File: config.mk
export PLATFORM = sky130hd
export DESIGN_NAME = xor_accum_pipeline
export DESIGN_NICKNAME = d
export VERILOG_FILES = /design/src/rtl/xor_accum_pkg.sv /design/src/rtl/xor_accum_delay_line.sv /design/src/rtl/xor_accum_pipeline.sv
export SDC_FILE = /design/constraint.sdc
export NUM_CORES = 1
export LEC_CHECK = 0
export CORE_MARGIN = 2
export CORE_UTILIZATION = 26
export DETAILED_ROUTE_END_ITERATION = 7
export GPL_TIMING_DRIVEN = 0
export PLACE_DENSITY = 0.45
export SLEW_MARGIN = 20
export SYNTH_ARGS = -nofsm -noshare
export SYNTH_HDL_FRONTEND = slang
export SYNTH_SLANG_ARGS = --single-unit
File: constraint.sdc
create_clock -name clk -period 1.37 [get_ports clk]
set_input_delay 0.137 -clock clk [delete_from_list [all_inputs] [get_ports clk]]
set_output_delay 0.137 -clock clk [all_outputs]
set_load 0.005 [all_outputs]
File: src/rtl/xor_accum_pkg.sv
// ----------------------------------------------------------------------------
// xor_accum_pkg
// Shared defaults and helpers for the xor/add accumulating pipeline.
//   WIDTH_DEF      default data width
//   DEPTH_DEF      default delay-line depth
//   OFFSET_DEF     default constant added to each input sample
//   SEED_DEF       default mix-register value after reset / soft clear
//   CLEAR_VAL_DEF  default delay-line stage value after reset / soft clear
//   fill_width()   bit width of a counter that must hold 0..depth
// ----------------------------------------------------------------------------
package xor_accum_pkg;

    localparam int unsigned WIDTH_DEF     = 8;
    localparam int unsigned DEPTH_DEF     = 1;
    localparam int unsigned OFFSET_DEF    = 'h22;
    localparam int unsigned SEED_DEF      = 'h55;
    localparam int unsigned CLEAR_VAL_DEF = 'h03;

    typedef int unsigned fill_width_t;

    // The fill counter saturates at depth, so it needs clog2(depth+1) bits.
    function automatic fill_width_t fill_width(input int unsigned depth);
        return fill_width_t'($clog2(depth + 1));
    endfunction

endpackage

File: src/rtl/xor_accum_delay_line.sv
// ----------------------------------------------------------------------------
// xor_accum_delay_line
// WIDTH x DEPTH shift register. Stage 0 takes the new sample; the tail is the
// oldest stage. Asynchronous clear and synchronous load both put every stage
// at CLEAR_VAL; load has priority over a shift.
// Ports:
//   clk      in   rising-edge clock
//   clear    in   asynchronous active-high reset
//   load_i   in   synchronous reload to CLEAR_VAL
//   en_i     in   shift enable (one accepted sample)
//   d_i      in   sample shifted into stage 0
//   tail_o   out  contents of stage DEPTH-1
// ----------------------------------------------------------------------------
module xor_accum_delay_line
    import xor_accum_pkg::*;
#(
    parameter int unsigned WIDTH     = WIDTH_DEF,
    parameter int unsigned DEPTH     = DEPTH_DEF,
    parameter int unsigned CLEAR_VAL = CLEAR_VAL_DEF
) (
    input  logic             clk,
    input  logic             clear,
    input  logic             load_i,
    input  logic             en_i,
    input  logic [WIDTH-1:0] d_i,
    output logic [WIDTH-1:0] tail_o
);

    localparam logic [WIDTH-1:0] CLEAR_W = WIDTH'(CLEAR_VAL);

    logic [WIDTH-1:0] dly_q [DEPTH];
    logic [WIDTH-1:0] dly_d [DEPTH];

    always_comb begin
        for (int k = 0; k < DEPTH; k++) begin
            dly_d[k] = dly_q[k];
        end
        if (load_i) begin
            for (int k = 0; k < DEPTH; k++) begin
                dly_d[k] = CLEAR_W;
            end
        end else if (en_i) begin
            dly_d[0] = d_i;
            for (int k = 1; k < DEPTH; k++) begin
                dly_d[k] = dly_q[k-1];
            end
        end
    end

    always_ff @(posedge clk or posedge clear) begin
        if (clear) begin
            for (int k = 0; k < DEPTH; k++) begin
                dly_q[k] <= CLEAR_W;
            end
        end else begin
            for (int k = 0; k < DEPTH; k++) begin
                dly_q[k] <= dly_d[k];
            end
        end
    end

    assign tail_o = dly_q[DEPTH-1];

endmodule

File: src/rtl/xor_accum_pipeline.sv
// ----------------------------------------------------------------------------
// xor_accum_pipeline
// Delays input samples through a DEPTH-stage line and keeps a running mix
// register. out_data = tail ^ mix. On every accepted sample the mix register
// becomes old_tail ^ (in_data + OFFSET) mod 2^WIDTH.
// Optional feature macro: XOR_ACCUM_PIPELINE_COUNT_EN adds out_count, a 16-bit
// wrapping count of output transfers (out_valid & out_ready).
// Ports:
//   clk        in   rising-edge clock
//   clear      in   asynchronous active-high reset
//   soft_clr   in   synchronous reload, same effect as clear
//   in_data    in   input sample
//   in_valid   in   in_data valid
//   in_ready   out  block accepts in_data this cycle
//   out_data   out  tail ^ mix (combinational from registers)
//   out_valid  out  out_data holds a new result
//   out_ready  in   sink takes out_data this cycle
//   out_count  out  (macro only) output transfer count
// ----------------------------------------------------------------------------
module xor_accum_pipeline
    import xor_accum_pkg::*;
#(
    parameter int unsigned WIDTH     = WIDTH_DEF,
    parameter int unsigned DEPTH     = DEPTH_DEF,
    parameter int unsigned OFFSET    = OFFSET_DEF,
    parameter int unsigned SEED      = SEED_DEF,
    parameter int unsigned CLEAR_VAL = CLEAR_VAL_DEF
) (
    input  logic             clk,
    input  logic             clear,
    input  logic             soft_clr,
    input  logic [WIDTH-1:0] in_data,
    input  logic             in_valid,
    output logic             in_ready,
    output logic [WIDTH-1:0] out_data,
    output logic             out_valid,
    input  logic             out_ready
`ifdef XOR_ACCUM_PIPELINE_COUNT_EN
    ,
    output logic [15:0]      out_count
`endif
);

    localparam int unsigned      FW       = fill_width(DEPTH);
    localparam logic [FW-1:0]    FILL_MAX = FW'(DEPTH);
    localparam logic [FW-1:0]    FILL_SET = FW'(DEPTH - 1);
    localparam logic [FW-1:0]    FILL_ONE = FW'(1);
    localparam logic [WIDTH-1:0] OFFSET_W = WIDTH'(OFFSET);
    localparam logic [WIDTH-1:0] SEED_W   = WIDTH'(SEED);

    // Handshake: a transfer happens on a side when valid & ready are both high
    // at a rising edge. Input ready only depends on the output side, so a full
    // output register that the sink is taking this cycle can be refilled in
    // the same cycle (one accept per cycle under continuous flow).
    logic accept;
    logic take;

    logic [WIDTH-1:0] tail;
    logic [WIDTH-1:0] mix_q,   mix_d;
    logic [FW-1:0]    fill_q,  fill_d;
    logic             valid_q, valid_d;

    assign in_ready = out_ready | ~valid_q;
    assign accept   = in_valid & in_ready;
    assign take     = valid_q & out_ready;

    xor_accum_delay_line #(
        .WIDTH     (WIDTH),
        .DEPTH     (DEPTH),
        .CLEAR_VAL (CLEAR_VAL)
    ) u_delay_line (
        .clk    (clk),
        .clear  (clear),
        .load_i (soft_clr),
        .en_i   (accept),
        .d_i    (in_data),
        .tail_o (tail)
    );

    always_comb begin
        mix_d   = mix_q;
        fill_d  = fill_q;
        valid_d = valid_q;
        if (soft_clr) begin
            // Soft clear wins over any same-cycle accept or take.
            mix_d   = SEED_W;
            fill_d  = '0;
            valid_d = 1'b0;
        end else if (accept) begin
            // Uses the tail as it was before this shift; carry of the add is dropped.
            mix_d = tail ^ (in_data + OFFSET_W);
            if (fill_q != FILL_MAX) begin
                fill_d = fill_q + FILL_ONE;
            end
            // The DEPTH-th accept is the first one whose result reaches the tail.
            if (fill_q >= FILL_SET) begin
                valid_d = 1'b1;
            end
        end else if (take) begin
            valid_d = 1'b0;
        end
    end

    always_ff @(posedge clk or posedge clear) begin
        if (clear) begin
            mix_q   <= SEED_W;
            fill_q  <= '0;
            valid_q <= 1'b0;
        end else begin
            mix_q   <= mix_d;
            fill_q  <= fill_d;
            valid_q <= valid_d;
        end
    end

    assign out_data  = tail ^ mix_q;
    assign out_valid = valid_q;

`ifdef XOR_ACCUM_PIPELINE_COUNT_EN
    logic [15:0] count_q, count_d;

    always_comb begin
        count_d = count_q;
        if (soft_clr) begin
            count_d = '0;
        end else if (take) begin
            count_d = count_q + 16'd1;
        end
    end

    always_ff @(posedge clk or posedge clear) begin
        if (clear) begin
            count_q <= '0;
        end else begin
            count_q <= count_d;
        end
    end

    assign out_count = count_q;
`endif

endmodule

# After elaboration in Yosys (flattened, before gate mapping)
# Index checks and enable logic that the tools add are counted.
# classes
addsub	2
n_lt_le_gt_ge	1
eq_ne	1
mux	11
bitwise_logic	6
n_reduce_logical	3
# ops
cell	count
8-bit 2-to-1 mux	4
8-bit bitwise XOR	2
8-bit by 6-bit adder with 8-bit output (second input constant)	1
1-bit 2-to-1 mux	7
3-bit by 2-bit inequality test with 1-bit output (second input constant)	1
3-bit nonzero test	1
1-bit bitwise AND	2
2-bit AND reduction	1
2-bit nonzero test	1
1-bit adder (second input constant)	1
1-bit >= comparator (second input constant)	1
1-bit NOT	1
1-bit bitwise OR	1
# totals
reg_bits	18
in_bits	13
output_inout_bits	10
elab_cells	28

# Logic depth before layout (Yosys ltp)
# logic_depth
ltp_word	5
mapped_depth	4

# By module
# A second synthesis with hierarchy kept.
# hier_totals
cells_unflattened	81
area_unflattened_um2	967.2
# by_module_without_submodules
mod	n_inst	cells_per_inst	area_each_um2
xor_accum_pipeline	1	54	628.1
xor_accum_delay_line	1	27	339.1

# Least setup slack after synthesis
# Ideal clock, no wire load.
# synth_path
path_type	reg-to-reg
start	reg valid_q (netlist: out_valid)
end	reg mix_q[1]
arrival_ns	1.138
required_ns	1.305
slack_ns	0.166
stages_incl_launch_ff	5
path_buffers	1
synth_period_minus_slack_ns	1.204
cell_sequence	dfrtp_1 and2b_2 nor3b_2 buf_2 a22o_1
# synth_via
elab_chain_len	4
# synth_rtl
item	line	text
from (decl)	xor_accum_pipeline.sv:61	logic valid_q, valid_d;
from (signal assigned)	xor_accum_pipeline.sv:112	valid_q <= valid_d;
1-bit NOT	xor_accum_pipeline.sv:63	assign in_ready = out_ready | ~valid_q;
1-bit bitwise OR	xor_accum_pipeline.sv:63	
1-bit bitwise AND	xor_accum_pipeline.sv:64	assign accept = in_valid & in_ready;
2-bit nonzero test (no line)	-	
to (signal assigned)	xor_accum_pipeline.sv:110	mix_q <= mix_d;
to (decl)	xor_accum_pipeline.sv:59	logic [WIDTH-1:0] mix_q, mix_d;
# No other way between the ends.
# A chain may end at the register's enable or synchronous reset.

# Final worst setup path
# layout_path
start	reg valid_q (netlist: out_valid)
end	out in_ready
# layout_via
elab_chain_len	2
# layout_rtl
item	line	text
1-bit NOT	xor_accum_pipeline.sv:63	
1-bit bitwise OR	xor_accum_pipeline.sv:63	
to (decl)	xor_accum_pipeline.sv:34	output logic in_ready,
# No other way between the ends.

==> metrics.md <==
| Metric | Value |
|---|---|
| Post-synth top cells | `dfrtp_1, xnor2_1, xor2_1, a22o_1, dfstp_2` |
| H-tree Lvls | `1` |
| # diodes | `0` |
| Tightest Pin Transition | `roughly 670 ps` |
| All-Layer GR Usage | `0.123` |
| Drt wl/cell | `12.9 microns` |
| Input/output buffers | `22` |
| Nets | `120` |
| Finished Layout Cells | `around 150` |
| Via-to-Cell Ratio | `4.46` |
| Via count | `around 670` |
| Fin area | `around 1200 sq um` |
| Flops & latches, synth | `17` |
| Setup TNS | `0 ps` |
| Post-synthesis cell type count | `23` |
| Post-Syn Nets | `85` |
| Number of remaining DRC errors | `0` |
| Worst EP required | `between 1000 and 1500 ps` |
| Row Count | `20` |
| Max stage delay on crit path | `380 ps` |
| Status | `complete, no violations` |
| Yosys Warn Count | `0` |
| First-pass GRT wire length | `around 3.3 mm` |
| Crit-path slowest cell | `dfrtp_1` |
| Final slew viol count | `0` |
| Largest net degree at the start of global routing | `18` |
| Clock Tree Buf Depth | `2` |
| Final Cycle Share | `0.975` |
| Final hold violations | `0` |
| Vias in the first global route | `737` |
| Global placement routability congestion | `between 0.6 and 0.7` |
| MaxCap Viol Count | `0` |
| Synth area leaders | `dfrtp_1, dfstp_2, xnor2_1` |
| CP Cell Sequence | `and2b_2 -> inv_2 -> clkdlybuf4s15_1` |
| Worst Setup Start Kind | `flop` |
| Hold slack | `between 200 and 250 ps` |
| Clk_lat worst skew | `300 ps` |
| Initial DRT Pass Iterations | `4` |
| Mapped Cells | `71` |
| DIE WIDTH | `about 62 microns` |
| Area of the mapped netlist | `867 sq um` |
| PD cells | `about 940 nW/um^2` |
| Hold_buf cts | `0` |
| Initial antenna violation count | `0` |
| Post-DP Area | `1140 sq um` |
| Number of synthesized flops with an enable pin | `0` |
| Final setup fails | `0` |
| Fraction of layout cells with a size suffix above 1 | `0.276` |
| Top FF cell, synth | `dfrtp_1` |
| Yosys top cell area share | `0.317` |
| Clock Sinks | `17` |
| WP data arrival | `around 1200 ps` |
| TritonCTS clock tree | `done` |
| CTS Buf Count | `3` |
| Mean Syn Cell Area | `12.2 sq um` |
| Placed insts | `about 140` |
| Crit Path Category | `reg -> out` |
| Register area share after synthesis | `0.499` |
| Die height | `61.8 microns` |
| RSZ-0062 raised after global routing | `true` |
| Drt total wl | `around 1.9 mm` |
| Initial Util | `0.279` |
| Core area | `roughly 3100 sq um` |
| Cell taking the most area after synthesis | `dfrtp_1` |
| Synth async-reset ratio | `1.00` |
| Tot Pwr | `0.00113 W` |
| Static Leak | `around 0.53 nW` |
| Worst min path class | `in -> async` |
| Critical-path maximum fanout | `4` |
| Clock transition at path regs | `between 100 and 150 ps` |
| Die ar. | `about 3800 sq um` |
| Max Fclk | `roughly 0.75 GHz` |
| Min cycle time layout | `roughly 1300 ps` |
| Max Clock Skew | `around 12 ps` |
| Syn-to-layout area delta | `39.5%` |
| Critical path endpoint category | `primary output` |
| CTS Root Cell | `clkbuf_4` |
| Iteration-0 DRC Markers | `5` |
| Placed wire-length estimate | `around 1.4 mm` |
| DRT antenna net count | `0` |
| Max VDD drop | `between 0.5 and 0.6 mV` |
| # IOs | `23` |
| Total congestion overflow | `0` |
| Slew headroom | `0.553` |
report_power, final:
part	internal, W	switching (W)
Sequential	0.000549	0.0000268
Clock	0.000109	0.000170
Combinational	0.000160	0.000119
Total	0.000818	0.000316
registers in the layout (all words and copies together), names as in the netlist:
| signal | flops |
|---|---|
| u_delay_line.tail_o | 8 |
| mix_q | 8 |
| out_valid | 1 |
metal layers:
metal	vias up	global-route usage	share of wire
li1	327	-	-
met1	320	0.147	0.44
met2	16	0.205	0.51
met3	2	0.0435	0.048
met4	0	0.0426	0.0078
met5	-	0	0
placed cells by master (no fill, tap or decap), drive strengths merged:
master and count:
a41oi 1, or3 1, nand3 2, dlygate4sd2 5
clkbuf 7, and2b 1, o2bb2ai 1, inv 3
nor2 2, xor2 9, o22a 2, buf 10
a2bb2oi 4, a22o 8, o21ai 1, ha 1
clkdlybuf4s15 1, dfrtp 11, nor3b 1, a21o 1
dfstp 6, a21oi 1, clkinv 1, a32o 1
clkdlybuf4s50 11, xnor2 11, a31oi 1, nand3b 1
repair_timing:
item | CTS | global route
resized for setup | 22 | 5
buffers inserted | 6 | 2
pin swaps | 0 | 1
endpoints found under the setup margin | 18 | 14
gates cloned | 0 | 0
endpoints found under the hold margin | 0 | 0
logic make-up after synthesis:
family / share of synthesized area
AOI/OAI and AO/OA: 0.205
xor gates and xnor gates: 0.202
DFF: 0.499
and+or+nand+nor: 0.0606
buffers and inverters: 0.0188
adders and majority gates: 0.0144
final timing paths:
path / start / to / slack (ps) / depth (start not counted)
setup / recovery: out_valid / in_ready / 30 / 3
hold / removal: clear / u_delay_line.tail_o[5] / 220 / 2
setup reg to reg: u_delay_line.tail_o[7] / mix_q[7] / 50 / 4
hold reg to reg: mix_q[2] / mix_q[2] / 510 / 1
max in group asynchronous: clear / mix_q[7] / 710 / 2
min in group clk: in_data[1] / u_delay_line.tail_o[1] / 310 / 2
critical path, delay by kind of cell (launching register included):
kind / cells / cell delay, ps
buffers and inverters: 2 / 300
DFF: 1 / 380
and+or+nand+nor: 1 / 230
per-stage QoR:
step,setup WS (ps),util
after floorplan,166,-
final,34.4,0.390
after detailed placement,-466,0.368
after global placement,-462,0.368
after CTS,1.28,0.391
after global routing,-57.9,0.390
area by class of cell:
type / count / area, sq um
buffer: 1 / 7.51
clock buffer: 3 / 22.5
clock inverter: 1 / 5.00
fill: 326 / 1890
inverter: 3 / 11.3
multi-input combinational: 50 / 427
sequential: 17 / 433
tap: 44 / 55.1
timing repair buffer: 30 / 249
No activity file was read; power rests on OpenSTA's default activity.
==> RTL edit (same settings) <==
`WIDTH_DEF`: 8 -> 9.
--- a/src/rtl/xor_accum_pkg.sv
+++ b/src/rtl/xor_accum_pkg.sv
@@ -12,3 +12,3 @@
 
-    localparam int unsigned WIDTH_DEF     = 8;
+    localparam int unsigned WIDTH_DEF     = 9;
     localparam int unsigned DEPTH_DEF     = 1;
Interface: changed (resized in_data and out_data); port bits go from 23 to 25. No check against the original RTL was run, so the function may have changed too.
==> RTL edit against the original RTL <==
Final area up 16%; sequential power up 12%; sequential cell count up 2; wire length up 11%; area after synthesis up 12%; utilization down 0.29 points; critical path depth up 1; via count up 11%; worst setup slack better by 0.0096 ns; power up 19%; highest routed layer is now met3.
==> RTL edit: results (changes against the original RTL) <==
\begin{tabular}{lr}
\hline
Metric & Value \\
\hline
\multicolumn{2}{l}{\textbf{Run status}} \\
\quad Run status & completed \\
\multicolumn{2}{l}{\textbf{Worst setup path}} \\
\quad R2r startpoint & u\_delay\_line.tail\_o[8] \\
\quad Worst endpoint data arrival time & 1.47 ns (+0.27 ns) \\
\quad Family with the most delay on the worst path & flip-flops \\
\quad R2r endpoint & mix\_q[8] \\
\quad Worst Path Class, Setup & reg -> reg \\
\quad Critical path fanouts, max & 2 (-2) \\
\quad Worst stage delay on the critical path & 0.40 ns (+0.02 ns) \\
\multicolumn{2}{l}{\textbf{Power}} \\
\quad Clock share of power & 28.5\% (+3.9 points) \\
\quad Worst vdd ir & 0.491 mV (-9.8\%) \\
\quad Net switching power & 0.000351 W (+11\%) \\
\quad Total leakage power & 0.613 nW (+16\%) \\
\quad Flip-flop and latch power & 0.000643 W (+12\%) \\
\multicolumn{2}{l}{\textbf{Worst hold path}} \\
\quad Worst min-delay path endpoint & u\_delay\_line.tail\_o[1] \\
\quad Min-Delay Path Class & in -> reg \\
\multicolumn{2}{l}{\textbf{Global routing}} \\
\quad Vias in the first global route & 771 (+4.6\%) \\
\quad Tot GR Track Use & 11.0\% (-1.3 points) \\
\quad Wire length of the first global-routing pass & 3.61 mm (+8.5\%) \\
\multicolumn{2}{l}{\textbf{Logic synthesis}} \\
\quad Most instantiated cells after synthesis & sky130\_fd\_sc\_hd\_\_dfrtp\_1 (13), sky130\_fd\_sc\_hd\_\_xnor2\_1 (11), sky130\_fd\_sc\_hd\_\_xor2\_1 (11) \\
\quad Leading post-synthesis cells by cell area & sky130\_fd\_sc\_hd\_\_dfrtp\_1 (33\%), sky130\_fd\_sc\_hd\_\_dfstp\_2 (16\%), sky130\_fd\_sc\_hd\_\_xnor2\_1 (9.9\%) \\
\quad Post-synthesis sequential area ratio & 49.7\% (-0.25 points) \\
\quad Mapped Nets & 95 (+12\%) \\
\multicolumn{2}{l}{\textbf{Clocking}} \\
\quad Skew-Pair Late Insertion Delay & 0.25 ns (-0.05 ns) \\
\quad Clk pin slew, worst setup/hold paths & 0.07 ns (-0.04 ns) \\
\quad Clock root cell & sky130\_fd\_sc\_hd\_\_clkbuf\_8 \\
\multicolumn{2}{l}{\textbf{STA}} \\
\quad Fin Clk Skew & 0.00163 ns (-0.0101 ns) \\
\quad Transition at the pin with the smallest max-transition slack & 0.730 ns (+0.0611 ns) \\
\multicolumn{2}{l}{\textbf{Detailed routing}} \\
\quad Total vias in the final route & 739 (+11\%) \\
\quad Overall routed net length & 2.15 mm (+11\%) \\
\quad Number of DRC violations after detailed-routing iteration 0 & 29 (+24) \\
\multicolumn{2}{l}{\textbf{Cells and area}} \\
\quad Total of fill cells in the finished design & 375 (+15\%) \\
\quad Fraction of layout cells with a size suffix above 1 & 24.8\% (-2.8 points) \\
\multicolumn{2}{l}{\textbf{Placement}} \\
\quad Gp weighted congestion & 0.712 (+10\%) \\
\quad DP HPWL & 1.47 mm (+8.8\%) \\
\quad Buffers on Ports & 24 (+9.1\%) \\
\hline
\end{tabular}
RTL edit: per-layer routing:
metal	wire [um]	vias up	GRT usage (%)	share of wire, %
li1	-	369	-	-
met1	1050	351	13.9	49
met2	983	19	18.8	46
met3	115	0	3.60	5.4
met4	0	0	1.56	0
met5	0	-	0	0
RTL edit: kinds of logic (layout without fill, tap and decap cells):
logic type | count (synthesis) | after routing | synth area share (%)
compound gates | 25 | 25 | 21.6
xor+xnor | 22 | 22 | 19.8
buf+inv | 5 | 42 | 2.19
flops | 19 | 19 | 49.7
fa+ha+maj | 1 | 1 | 1.29
simple gates | 8 | 8 | 5.41
RTL edit: per-stage QoR:
stage	setup WS (ns)	total power [W]	hold slack (ns)	area, sq um	instances
floorplan	0.138	0.000806	0.0837	972	80
global placement	-0.478	0.000973	0.492	1270	152
detailed placement	-0.481	0.000972	0.493	1270	152
CTS	0.0206	0.00136	0.352	1350	161
global route	-0.0172	0.00143	0.200	1410	165
finish	0.0440	0.00135	0.185	1410	165
RTL edit: worst register-to-register path: cells and delay by family, from the launching register on:
family	cells	cell delay, ns
AOI/OAI and AO/OA	1	0.22
xor gates and xnor gates	1	0.12
buffers and inverters	1	0.14
DFF	1	0.40
and+or+nand+nor	1	0.35
RTL edit: final cells by class:
type	count	area share (%)
clock inverter	1	0.356
sequential	19	34.3
buffer	2	1.07
inverter	3	0.801
timing repair buffer	33	20.6
multi-input combinational	56	35.7
tap	48	4.27
clock buffer	3	2.94
RTL edit: repair_timing:
item,in CTS,in global routing
pin swaps,1,4
setup buffers,5,4
setup endpoints to repair,22,16
gates resized for setup,17,12
